File: src/rtl/lich_ngay_thang.sv
// lich_ngay_thang -- calendar date counter (day / month / year).
//
// Advances the date on each end_day pulse from the time-of-day chain,
// handling month lengths and Gregorian leap years (including the century
// rules). Button-driven setting of one field at a time, with the day clamped
// whenever a month or year change shortens the month.
//
// Ports
//   sig_1Hz    in   clock, all state changes on the rising edge
//   reset      in   asynchronous active-low reset
//   end_day    in   one-cycle pulse at 23:59:59 rollover
//   set_mode   in   0 run, 1 set day, 2 set month, 3 set year
//   inc_b      in   increment pulse for the selected field
//   day_o      out  day of month 1..31
//   month_o    out  month 1..12
//   year_o     out  binary year YEAR_BASE..YEAR_MAX
//   leap_o     out  current year is leap (combinational)
//   end_month  out  this end_day pulse closes the month (combinational)
//   end_year   out  this end_day pulse closes the year (combinational)
module lich_ngay_thang #(
  parameter int YEAR_W    = 12,
  parameter int YEAR_BASE = 2000,
  parameter int YEAR_MAX  = 2199
) (
  input  logic              sig_1Hz,
  input  logic              reset,
  input  logic              end_day,
  input  logic [1:0]        set_mode,
  input  logic              inc_b,
  output logic [4:0]        day_o,
  output logic [3:0]        month_o,
  output logic [YEAR_W-1:0] year_o,
  output logic              leap_o,
  output logic              end_month,
  output logic              end_year
);

  localparam logic [YEAR_W-1:0] Y_BASE = YEAR_BASE[YEAR_W-1:0];
  localparam logic [YEAR_W-1:0] Y_MAX  = YEAR_MAX[YEAR_W-1:0];
  localparam logic [YEAR_W-1:0] Y_100  = YEAR_W'(100);
  localparam logic [YEAR_W-1:0] Y_400  = YEAR_W'(400);

  function automatic logic is_leap(input logic [YEAR_W-1:0] y);
    is_leap = (y[1:0] == 2'd0) && (((y % Y_100) != '0) || ((y % Y_400) == '0));
  endfunction

  function automatic logic [4:0] dim(input logic [3:0] m, input logic leap);
    case (m)
      4'd2:                      dim = leap ? 5'd29 : 5'd28;
      4'd4, 4'd6, 4'd9, 4'd11:   dim = 5'd30;
      default:                   dim = 5'd31;
    endcase
  endfunction

  logic [4:0]        day_q, day_d;
  logic [3:0]        month_q, month_d;
  logic [YEAR_W-1:0] year_q, year_d;

  logic              leap_cur;
  logic [4:0]        dim_cur;
  logic              last_day;
  logic [3:0]        month_nxt;
  logic [YEAR_W-1:0] year_nxt;
  logic [4:0]        dim_new_m;   // month length after a month step
  logic [4:0]        dim_new_y;   // month length after a year step

  always_comb begin
    leap_cur  = is_leap(year_q);
    dim_cur   = dim(month_q, leap_cur);
    last_day  = (day_q == dim_cur);
    month_nxt = (month_q == 4'd12) ? 4'd1 : month_q + 4'd1;
    year_nxt  = (year_q == Y_MAX) ? Y_BASE : year_q + YEAR_W'(1);
    // Feb only shortens when the year changes; other months are unaffected.
    dim_new_m = dim(month_nxt, leap_cur);
    dim_new_y = dim(month_q, is_leap(year_nxt));

    day_d   = day_q;
    month_d = month_q;
    year_d  = year_q;

    // Compare first, then increment: registers never see out-of-range values.
    case (set_mode)
      2'd0: if (end_day) begin
        if (!last_day) begin
          day_d = day_q + 5'd1;
        end else begin
          day_d   = 5'd1;
          month_d = month_nxt;
          if (month_q == 4'd12) year_d = year_nxt;
        end
      end
      2'd1: if (inc_b) day_d = last_day ? 5'd1 : day_q + 5'd1;
      2'd2: if (inc_b) begin
        month_d = month_nxt;
        day_d   = (day_q > dim_new_m) ? dim_new_m : day_q;
      end
      default: if (inc_b) begin
        year_d = year_nxt;
        day_d  = (day_q > dim_new_y) ? dim_new_y : day_q;
      end
    endcase

    // Gated by reset so the pulses stay low while the counter is held.
    end_month = reset & end_day & (set_mode == 2'd0) & last_day;
    end_year  = end_month & (month_q == 4'd12);
  end

  always_ff @(posedge sig_1Hz or negedge reset) begin
    if (!reset) begin
      day_q   <= 5'd1;
      month_q <= 4'd1;
      year_q  <= Y_BASE;
    end else begin
      day_q   <= day_d;
      month_q <= month_d;
      year_q  <= year_d;
    end
  end

  assign day_o   = day_q;
  assign month_o = month_q;
  assign year_o  = year_q;
  assign leap_o  = leap_cur;

endmodule

File: config.mk
export PLATFORM = sky130hd
export DESIGN_NAME = lich_ngay_thang
export DESIGN_NICKNAME = d
export VERILOG_FILES = /design/src/rtl/lich_ngay_thang.sv
export SDC_FILE = /design/constraint.sdc
export NUM_CORES = 1
export LEC_CHECK = 0
export ABC_AREA = 0
export CORE_MARGIN = 10
export CORE_UTILIZATION = 58
export CTS_CLUSTER_SIZE = 10
export DETAILED_ROUTE_END_ITERATION = 6
export GPL_TIMING_DRIVEN = 0
export PLACE_DENSITY_LB_ADDON = 0.08
export SLEW_MARGIN = 20
export SYNTH_ARGS = -nofsm -noshare
export SYNTH_HDL_FRONTEND = slang
export SYNTH_SLANG_ARGS = --single-unit
export TNS_END_PERCENT = 100
File: constraint.sdc
create_clock -name sig_1Hz -period 13.4 [get_ports sig_1Hz]
set_clock_uncertainty 0.15 [all_clocks]
set_input_delay 4.02 -clock sig_1Hz [delete_from_list [all_inputs] [get_ports sig_1Hz]]
set_output_delay 4.02 -clock sig_1Hz [all_outputs]
set_load 0.005 [all_outputs]
# Yosys cells after proc, flatten, opt, wreduce, memory -nomap -nowiden
# Cells that the tools add are included.
# totals
regBits,21
output_inout_bits,24
# classes
n_addsub,3
div_mod_pow,4
order_cmp,2
eq_ne,21
n_mux,24
n_bitwise,5
n_reduce_logical,20
# op_table
cell,n
two-way mux 12 bit,5
two-way mux 5 bit,7
zero test 12 bit,2
"modulo 12 x 7 -> 12 bit, second input constant",2
"modulo 12 x 9 -> 12 bit, second input constant",2
one-hot mux 12 bit (2 select lines),1
nonzero test 12 bit,2
"== test 4 bit, second input constant",5
"== test 4 x 3 -> 1 bit, second input constant",4
two-way mux 4 bit,4
one-hot mux 5 bit (3 select lines),1
"adder 12 x 1 -> 12 bit, second input constant",1
"== test 12 bit, second input constant",1
"!= test 2 bit, second input constant",6
one-hot mux 2 bit (2 select lines),3
> comparator 5 bit,2
"== test 4 x 2 -> 1 bit, second input constant",2
one-hot mux 4 bit (2 select lines),1
OR reduction 4 bit,2
zero test 2 bit,3
AND reduction 6 bit,1
"adder 5 x 1 -> 5 bit, second input constant",1
== test 5 bit,1
AND reduction 5 bit,1
12 further kinds,19

# Logic depth before layout (Yosys ltp)
# Gate-level depths: netlist of the first run.
# logic_depth
ltp_word,12
ltp_mapped,36
ltp_nobuf,34

# Worst setup path before layout of the first run
# No wires, ideal clock.
# synth_timing
path_kind,input-to-output
start,input port set_mode[1]
end,output port end_year
arrival_ns,4.814
required_time_ns,9.230
setup_slack_ns,4.416
cell_stages,6
path_cell_list,inv_1 > ha_1 > nand2_1 > inv_1 > and3_1 > and2_1
# synth_via
elab_chain_len,4
# synth_lines
element,line,rtl
"start, declared",28,"input logic [1:0] set_mode,"
zero test 2 bit,104,end_month = reset & end_day & (set_mode == 2'd0) & last_day;
AND 1 bit (2 in series),104,
named net end_month,34,"output logic end_month,"
AND 1 bit,105,end_year = end_month & (month_q == 4'd12);
"end, declared",35,output logic end_year
# The timed path passes the listed nets, and every way through them passes these cells.

# Worst setup path in the final report of the first run
# layout_timing
start,register year_q[9] (netlist: year_o[9])
end,output port end_year
# layout_via
elab_chain_len,9
word_cells_on_any_way,11
classes_between,div (2); eq/ne (1); mux (2); bitwise (2); reduce/logical (4)
# layout_lines
element,line,rtl
"start, declared",57,"logic [YEAR_W-1:0] year_q, year_d;"
"start signal, assigned",116,year_q <= year_d;
modulo 12 x 7 -> 12 bit or modulo 12 x 9 -> 12 bit (tied branches),44,is_leap = (y[1:0] == 2'd0) && (((y % Y_100) != '0) || ((y % Y_400) == '0));
nonzero test 12 bit or zero test 12 bit (tied branches),44,
logical OR 1 bit *,44,
logical AND 1 bit *,44,
two-way mux 1 bit *,49,4'd2: dim = leap ? 5'd29 : 5'd28;
one-hot mux 2 bit (2 select lines) *,48,case (m)
== test 5 bit *,70,last_day = (day_q == dim_cur);
AND 1 bit *,104,
AND 1 bit *,105,
# Every way passes the cells marked *; elsewhere a longest branch is shown, timed or not.

==> flow_summary_export.csv, run 1 <==
group,metric,value,unit
drt,routed_via_density,7.03,
logic_synthesis,avgSynthCellArea,7.41,um2
drt,antenna_left,0,
timing,final_hold_viol_count,0,
timing,tightest_slew,0.770,ns
logic_synthesis,ys_async_sr_fraction,100,%
timing,max_freq,93.6,MHz
placed_design,portBuffers,29,
setup_path,crit_buf_inv,3,
die,die_h,108,um
finish,fin_nets,663,
job,cap_violations,0,
clock_network,post_cts_resized,0,
timing,rsz0062_at_grt,"no",
logic_synthesis,synth_area,4470,um2
clock_network,cts_buffer_depth,2,
logic_synthesis,synth_edf_count,0,
logic_synthesis,synthFlopType,"dfrtp_1",
clock_network,cts_buffers,3,
die,start_util,60.6,%
drt,routed_wirelength,13.8,mm
placed_design,placed_area,4880,um2
global_route,grt_max_degree,23,
setup_path,rr_startpoint,"year_o[1]",
clock_network,clock-sinks,21,
die,num_rows,31,
timing,finalSetupTns,0,ns
global_route,met2_usage,38.1,%
die,pin_count,30,
worst_hold_path,hold_start,"day_o[4]",
timing,finalCriticalPeriod,10.69,ns
setup_path,crit_path_top_delay_cell,"xnor2_1",
finish,area_delta_synth_final,10.3,%
setup_path,critPathKind,"register to output pin",
finish,drive_above_1_share,11.8,%
setup_path,slowest_delay,0.64,ns
clock_network,clk_latency,0.28,ns
logic_synthesis,netlist_instances,603,
timing,max-slew-margin-rel,48.3,%
setup_path,setup.worst_path.end_class,"output pin",
drt,route.detailed.drc,0,
clock_network,cts.htree.levels,1,
global_route,use_met3,3.71,%
global_route,busiest_layer,"met2",
setup_path,crit_arrival,6.52,ns
clock_network,cts_tree,"built",
logic_synthesis,synth_cell_types,99,
worst_hold_path,hp-class,"register to register",
die,die_area,11600,um2
drt,vias,5165,
logic_synthesis,synth_top_cell_by_area,"dfrtp_1",
logic_synthesis,syn-num-nets,629,
finish,final_area,4920,um2
global_route,globalRoute.totalOverflow,0,
placed_design,gp_congestion,0.971,
worst_hold_path,holdPathStages,1,
setup_path,reg2reg_slack,4.41,ns
global_route,antenna_found_initial,0,
setup_path,startpoint_type,"register",
setup_path,worstReg2RegEnd,"day_o[3]",
clock_network,cts_hold_buffers,0,
setup_path,cp.required,9.23,ns
status,outcome,"finished clean",
setup_path,path_depth,18,
timing,worst_hold_slack,0.462,ns
global_route,grtUsageMet1,30.0,%
logic_synthesis,ys_seq_area_share,12.0,%
logic_synthesis,ys_ff_latch,21,
drt,drtPass1Iterations,7,
global_route,grt_pass1_wl,22.7,mm
drt,drtIter0Drc,364,
setup_path,path_cells,"buf_2 > inv_1 > a22o_1 > a32oi_1 > o21a_1 > a21boi_1 > xnor2_1 > o21ai_1 > a311oi_2 > and3b_1 > o21a_1 > or3_1 > a221oi_2 > o21ai_1 > a211oi_2 > and3_1 > and2_1 > clkdlybuf4s50_1",
placed_design,dp_hpwl,10.5,mm
timing,setup_viol,0,
clock_network,clkTransAtPathRegs,0.10,ns
die,die_w,108,um
die,core,7370,um2
finish,n_antenna_cell,0,
setup_path,reg2reg_depth,32,
setup_path,critPathMaxFanout,10,
global_route,grt_pass1_vias,4661,
global_route,track_usage,22.7,%
logic_synthesis,yosysTopAreaCellShare,7.28,%
setup_path,path_delay_family,"compound AO/OA/AOI/OAI gates",
clock_network,cts-root-buf,"clkbuf_8",
drt,wl_per_cell,18.8,um
logic_synthesis,yosysWarnings,0,
timing,final_max_slew_viol_count,0,
timing,finalCritPeriodShare,79.7,%
worst_hold_path,hold_end,"day_o[4]",
clock_network,cts_setup_buffers,0,
logic_synthesis,ys_top_cells_by_area,"dfrtp_1, ha_1, dfstp_2",
stage by stage:
step | std cells | util (%) | setup WS, ns
CTS | 735 | 66.9 | 2.80
finish | 735 | 66.8 | 2.71
global route | 735 | 66.8 | 2.34
floorplan | 603 | - | 4.42
global placement | 731 | 66.2 | 3.02
detailed placement | 731 | 66.2 | 2.99
sequential cells by signal, indices dropped and copies added, names as in the netlist:
name	count
day_o	5
month_o	4
year_o	12
cells in the mapped netlist (all sizes together) (8+ instances only):
cell and number:
nand4 12, buf 22, nor4 11, and2 12, xnor2 25, dfstp 8, nand2 46, nor2 46
o31ai 8, a31oi 9, o21ai 39, a22oi 8, o211ai 18, inv 35, nand3 26, a221oi 8
ha 20, and3 16, clkbuf 8, a211oi 16, dfrtp 13, nor3 18, a21oi 32, o21a 9
metal layers:
| metal | part of all wire, % | wire, um |
|---|---|---|
| met2 | 47 | 6550 |
| met5 | 0 | 0 |
| met1 | 43 | 5930 |
| met3 | 9.4 | 1300 |
| met4 | 0.50 | 69 |
layout make-up:
type                       count  area (um2)
sequential                    21         536
buffer                        30         154
inverter                      35         131
clock buffer                   3        41.3
multi-input combinational    517        3640
timing repair buffer          29         285
fill                         652        2450
clock inverter                 1        7.51
tap                           99         124
worst register-to-register path, delay by kind of cell, from the launching register on:
kind	cells	cell delay (ns)
and+or+nand+nor	9	1.97
buffers and inverters	2	0.20
muxes	1	0.36
AOI/OAI and AO/OA	16	4.42
DFF	1	0.54
xor gates and xnor gates	1	0.34
adders and majority gates	3	0.90
cells in the final DEF (no fill, tap or decap), drive strengths merged, types with 6 or more instances in the layout:
cell type	count
and2	12
clkdlybuf4s50	28
a211oi	16
clkbuf	11
a22oi	8
a221oi	8
dfstp	8
xnor2	25
o21ai	39
a2111oi	6
nor2	46
ha	20
nor3	18
nand4	12
a21o	6
nand2	46
o211ai	18
o2111ai	6
or3	6
o31ai	8
and3	16
or2	6
inv	35
a31oi	9
o21a	9
and4	6
buf	23
nand3	26
dfrtp	13
a21oi	32
nor4	11
worst max-delay path by stage:
stage | startpoint | to | slack, ns
floorplan | set_mode[1] | end_year | 4.42
global placement | reset | end_year | 3.02
detailed placement | reset | end_year | 2.99
CTS | year_o[0] | end_year | 2.80
global route | year_o[6] | end_year | 2.34
finish | year_o[9] | end_year | 2.71
cells by family (layout without fill, tap and decap cells):
logic type / Yosys count / count (layout) / share of synthesized area [%]
AOI/OAI and AO/OA: 230 / 230 / 40.0
muxes: 8 / 8 / 2.05
and+or+nand+nor: 230 / 230 / 28.0
buffers and inverters: 65 / 98 / 6.39
xor gates and xnor gates: 28 / 28 / 5.83
DFF: 21 / 21 / 12.0
adders and majority gates: 21 / 21 / 5.83
Power of run 1 is not shown: default switching activity piles up to over one toggle a cycle in this logic, so the estimate is an artifact.
==> run 2, diff against run 1 <==
CORE_UTILIZATION = 56   (was 58)
clock period = 8.64 ns   (was 13.4 ns; I/O delays follow)
==> flow_summary_export.csv, run 2 (same netlist as run 1, synthesis figures left out) <==
group,metric,value,unit
clock_network,cts-root-buf,"clkbuf_8",
placed_design,placed_area,4880,um2
worst_hold_path,hp-class,"register to register",
timing,max-slew-margin-rel,43.3,%
timing,final_hold_viol_count,0,
setup_path,crit_arrival,5.77,ns
finish,area_delta_synth_final,22.9,%
finish,layout_commonest_cell,"nand2_1",
timing,tightest_slew,0.844,ns
finish,largest_reg_flops,12,
timing,setup_viol,0,
placed_design,place_inst,734,
setup_path,path_cells,"buf_4 > nor2_2 > a311oi_2 > o21a_1 > o211ai_1 > and2_0 > clkbuf_2 > o21a_1 > mux2_2 > a311oi_4 > and3b_1 > o21a_1 > or3_1 > a221oi_4 > o21ai_1 > a211oi_2 > and3_1 > and2_1 > clkdlybuf4s50_1",
setup_path,path_delay_family,"compound AO/OA/AOI/OAI gates",
placed_design,dp_hpwl,10.5,mm
job,cap_violations,0,
finish,final_cell_mix,"nand2_1, nor2_1, buf_4",
clock_network,cts_tree,"built",
finish,fin_nets,692,
status,outcome,"finished clean",
global_route,grt_pass1_wl,23.0,mm
finish,fill_cells,619,
clock_network,clk_latency,0.27,ns
clock_network,cts_hold_buffers,0,
drt,routed_via_density,6.93,
global_route,antenna_found_initial,0,
drt,drtPass1Iterations,6,
timing,max_freq,118,MHz
global_route,globalRoute.totalOverflow,0,
placed_design,gp_congestion,0.964,
timing,worst_slack,0.132,ns
clock_network,clock-sinks,21,
global_route,track_usage,22.9,%
setup_path,slowest_delay,0.61,ns
setup_path,crit_path_top_delay_cell,"dfstp_2",
placed_design,portBuffers,29,
die,core,7730,um2
drt,wl_per_cell,19.6,um
timing,finalCriticalPeriod,8.51,ns
die,start_util,57.8,%
global_route,grt_pass1_vias,4726,
setup_path,critPathKind,"register to output pin",
clock_network,cts_buffer_depth,2,
die,die_area,11900,um2
finish,n_antenna_cell,0,
die,num_rows,32,
drt,drtIter0Drc,407,
timing,finalCritPeriodShare,98.5,%
die,die_h,109,um
drt,antenna_left,0,
setup_path,cp_common_cell,"o21a_1",
clock_network,clkTransAtPathRegs,0.09,ns
finish,drive_above_1_share,21.8,%
finish,fin_cells,767,
clock_network,cts.htree.levels,1,
die,pin_count,30,
drt,vias,5312,
setup_path,setup.worst_path.end_class,"output pin",
setup_path,cp.required,5.90,ns
clock_network,cts_buffers,3,
drt,routed_wirelength,15.1,mm
setup_path,critPathMaxFanout,10,
global_route,grt_max_degree,23,
setup_path,startpoint_type,"register",
timing,final_max_slew_viol_count,0,
setup_path,crit_buf_inv,3,
drt,route.detailed.drc,0,
die,die_w,109,um
finish,final_area,5490,um2
placed_design,pre_cts_ws,-0.163,ns
-- run 2: worst paths after layout --
path	from	endpoint	slack, ns	cells past startpoint
max	year_o[7]	end_year	0.13	19
min	day_o[4]	day_o[4]	0.43	1
max reg2reg	year_o[6]	day_o[3]	0.49	33
min reg2reg	day_o[4]	day_o[4]	0.43	1
max in group asynchronous	reset	year_o[0]	5.73	1
min in group asynchronous	reset	year_o[11]	2.17	1
-- run 2: area by class of cell --
cell class | count | area [um2] | area share, %
Timing Repair Buffer | 60 | 518 | 9.43
Clock buffer | 3 | 41.3 | 0.752
Inverter | 35 | 131 | 2.39
Clock inverter | 1 | 5.00 | 0.0912
Sequential cell | 21 | 538 | 9.80
Buffer | 27 | 156 | 2.85
Tap cell | 102 | 128 | 2.32
Multi-Input combinational cell | 518 | 3970 | 72.4
-- run 2: per-layer routing --
metal	part of all wire [%]	vias to the layer above	global-route usage, %
met5	0	-	0
met4	2.8	0	5.02
met3	6.3	47	2.69
met2	48	238	39.3
met1	43	2536	30.0
li1	-	2491	-
-- run 2: worst reg2reg max path, delay by kind of cell (launching register included) --
family | cells | cell delay, ns
AOI/OAI and AO/OA | 15 | 3.25
xor gates and xnor gates | 2 | 0.48
adders and majority gates | 2 | 0.53
buffers and inverters | 4 | 0.60
DFF | 1 | 0.56
and+or+nand+nor | 10 | 2.51
-- run 2: per-stage QoR --
stage,util [%],hold slack [ns],setup TNS (ns)
2_1_floorplan,-,0.397,0
3_3_place_gp,63.2,0.411,-0.118
3_5_place_dp,63.1,0.407,-0.649
4_1_cts,65.2,0.428,-0.0182
5_1_grt,71.0,0.467,-0.224
6_report,71.0,0.429,0
-- run 2: repair_timing --
| action | CTS | global route |
|---|---|---|
| pin swaps | 3 | 19 |
| setup endpoints to repair | 6 | 7 |
| cloned | 0 | 1 |
| setup buffers | 3 | 28 |
| gates resized for setup | 15 | 58 |
Power of run 2 is left out for the same reason.
==> run 3, diff against run 2 <==
--- a/config.mk
+++ b/config.mk
@@ -10,3 +10,3 @@
 export CORE_UTILIZATION = 56
-export CTS_CLUSTER_SIZE = 10
+export CTS_CLUSTER_SIZE = 14
 export DETAILED_ROUTE_END_ITERATION = 6
--- a/constraint.sdc
+++ b/constraint.sdc
@@ -4,2 +4,2 @@
 set_output_delay 2.592 -clock sig_1Hz [all_outputs]
-set_load 0.005 [all_outputs]
+set_load 0.05 [all_outputs]
==> flow_summary_export.csv, run 3 (same netlist as run 1, synthesis figures left out) <==
group,metric,value,unit
finish,drive_above_1_share,19.1,%
finish,largest_reg_flops,12,
job,cap_violations,0,
placed_design,dp_hpwl,10.5,mm
drt,antenna_left,0,
setup_path,crit_arrival,5.68,ns
global_route,antenna_found_initial,0,
worst_hold_path,hp-class,"register to register",
drt,routed_wirelength,14.4,mm
timing,finalCritPeriodShare,97.4,%
drt,drtIter0Drc,346,
global_route,globalRoute.totalOverflow,0,
die,start_util,57.8,%
placed_design,portBuffers,29,
drt,routed_via_density,6.85,
clock_network,cts_buffers,3,
die,num_rows,32,
drt,route.detailed.drc,0,
clock_network,clk_latency,0.27,ns
finish,final_cell_mix,"nand2_1, nor2_1, inv_1, a21oi_1, o21ai_0",
drt,wl_per_cell,19.0,um
clock_network,cts_buffer_depth,2,
setup_path,path_delay_family,"compound AO/OA/AOI/OAI gates",
clock_network,cts_tree,"built",
setup_path,slowest_delay,0.53,ns
timing,max_freq,119,MHz
timing,max-slew-margin-rel,34.5,%
clock_network,cts_hold_buffers,0,
die,die_h,109,um
finish,layout_commonest_cell,"nand2_1",
setup_path,setup.worst_path.end_class,"output pin",
setup_path,path_cells,"buf_2 > nor2b_1 > or2_1 > a221oi_1 > or3_1 > a21boi_2 > xnor2_4 > o21ai_2 > a311oi_2 > and3b_1 > o21a_1 > or3_1 > a221oi_4 > o21ai_1 > a211oi_2 > and3_1 > and2_1 > clkbuf_4",
clock_network,cts-root-buf,"clkbuf_8",
die,core,7730,um2
setup_path,crit_buf_inv,2,
setup_path,cp.required,5.90,ns
die,pin_count,30,
finish,area_delta_synth_final,18.5,%
finish,multi_input_area,3880,um2
timing,tightest_slew,0.979,ns
setup_path,crit_path_top_delay_cell,"dfstp_2",
finish,fin_cells,757,
clock_network,clkTransAtPathRegs,0.09,ns
die,die_w,109,um
die,die_area,11900,um2
setup_path,cp_common_cell,"or3_1",
drt,drtPass1Iterations,5,
drt,vias,5185,
timing,finalSetupTns,0,ns
finish,fill_cells,667,
setup_path,critPathKind,"register to output pin",
global_route,track_usage,22.8,%
clock_network,cts.htree.levels,1,
global_route,grt_pass1_vias,4717,
placed_design,gp_congestion,0.964,
finish,final_area,5290,um2
global_route,grt_max_degree,23,
timing,final_hold_viol_count,0,
placed_design,place_inst,734,
status,outcome,"finished clean",
finish,n_antenna_cell,0,
clock_network,clock-sinks,21,
timing,setup_viol,0,
setup_path,critPathMaxFanout,10,
placed_design,placed_area,4880,um2
finish,ff_latch_area,538,um2
global_route,grt_pass1_wl,22.9,mm
timing,finalCriticalPeriod,8.42,ns
setup_path,startpoint_type,"register",
finish,fin_nets,682,
timing,final_max_slew_viol_count,0,
==> run 3: timing repair <==
item | 4_1_cts | 5_1_grt
resized for setup | 17 | 42
cloned | 0 | 1
setup endpoints to repair | 6 | 8
pin swaps | 2 | 10
buffers inserted | 3 | 15
==> run 3: worst paths after layout <==
check | from | endpoint | slack, ns | cells past startpoint
max | year_o[10] | end_year | 0.22 | 18
min | day_o[4] | day_o[4] | 0.43 | 1
max reg2reg | year_o[2] | day_o[3] | 0.51 | 33
min reg2reg | day_o[4] | day_o[4] | 0.43 | 1
max in group asynchronous | reset | year_o[0] | 5.74 | 1
min in group asynchronous | reset | year_o[11] | 2.17 | 1
==> run 3: cell type report <==
type,count,area share [%]
inverter,35,2.48
clock buffer,3,0.780
buffer,30,2.96
timing repair buffer,47,7.80
tap,102,2.41
sequential,21,10.2
multi-input combinational,518,73.3
clock inverter,1,0.0946
==> run 3: layer usage <==
metal	wire (um)	share of wire [%]	up-vias	GRT usage (%)
met2	7000	49	197	39.2
met4	152	1.1	0	5.02
met1	6350	44	2490	30.0
met3	863	6.0	14	2.69
met5	0	0	-	0
li1	-	-	2484	-
==> run 3: through the flow <==
step	util, %	setup WS (ns)	hold WS [ns]
floorplan	-	0.348	0.532
global placement	63.2	-0.414	0.411
detailed placement	63.1	-0.438	0.407
CTS	64.9	0.00831	0.428
global route	68.5	-0.0232	0.467
finish	68.5	0.221	0.433
Power of run 3 is left out for the same reason.
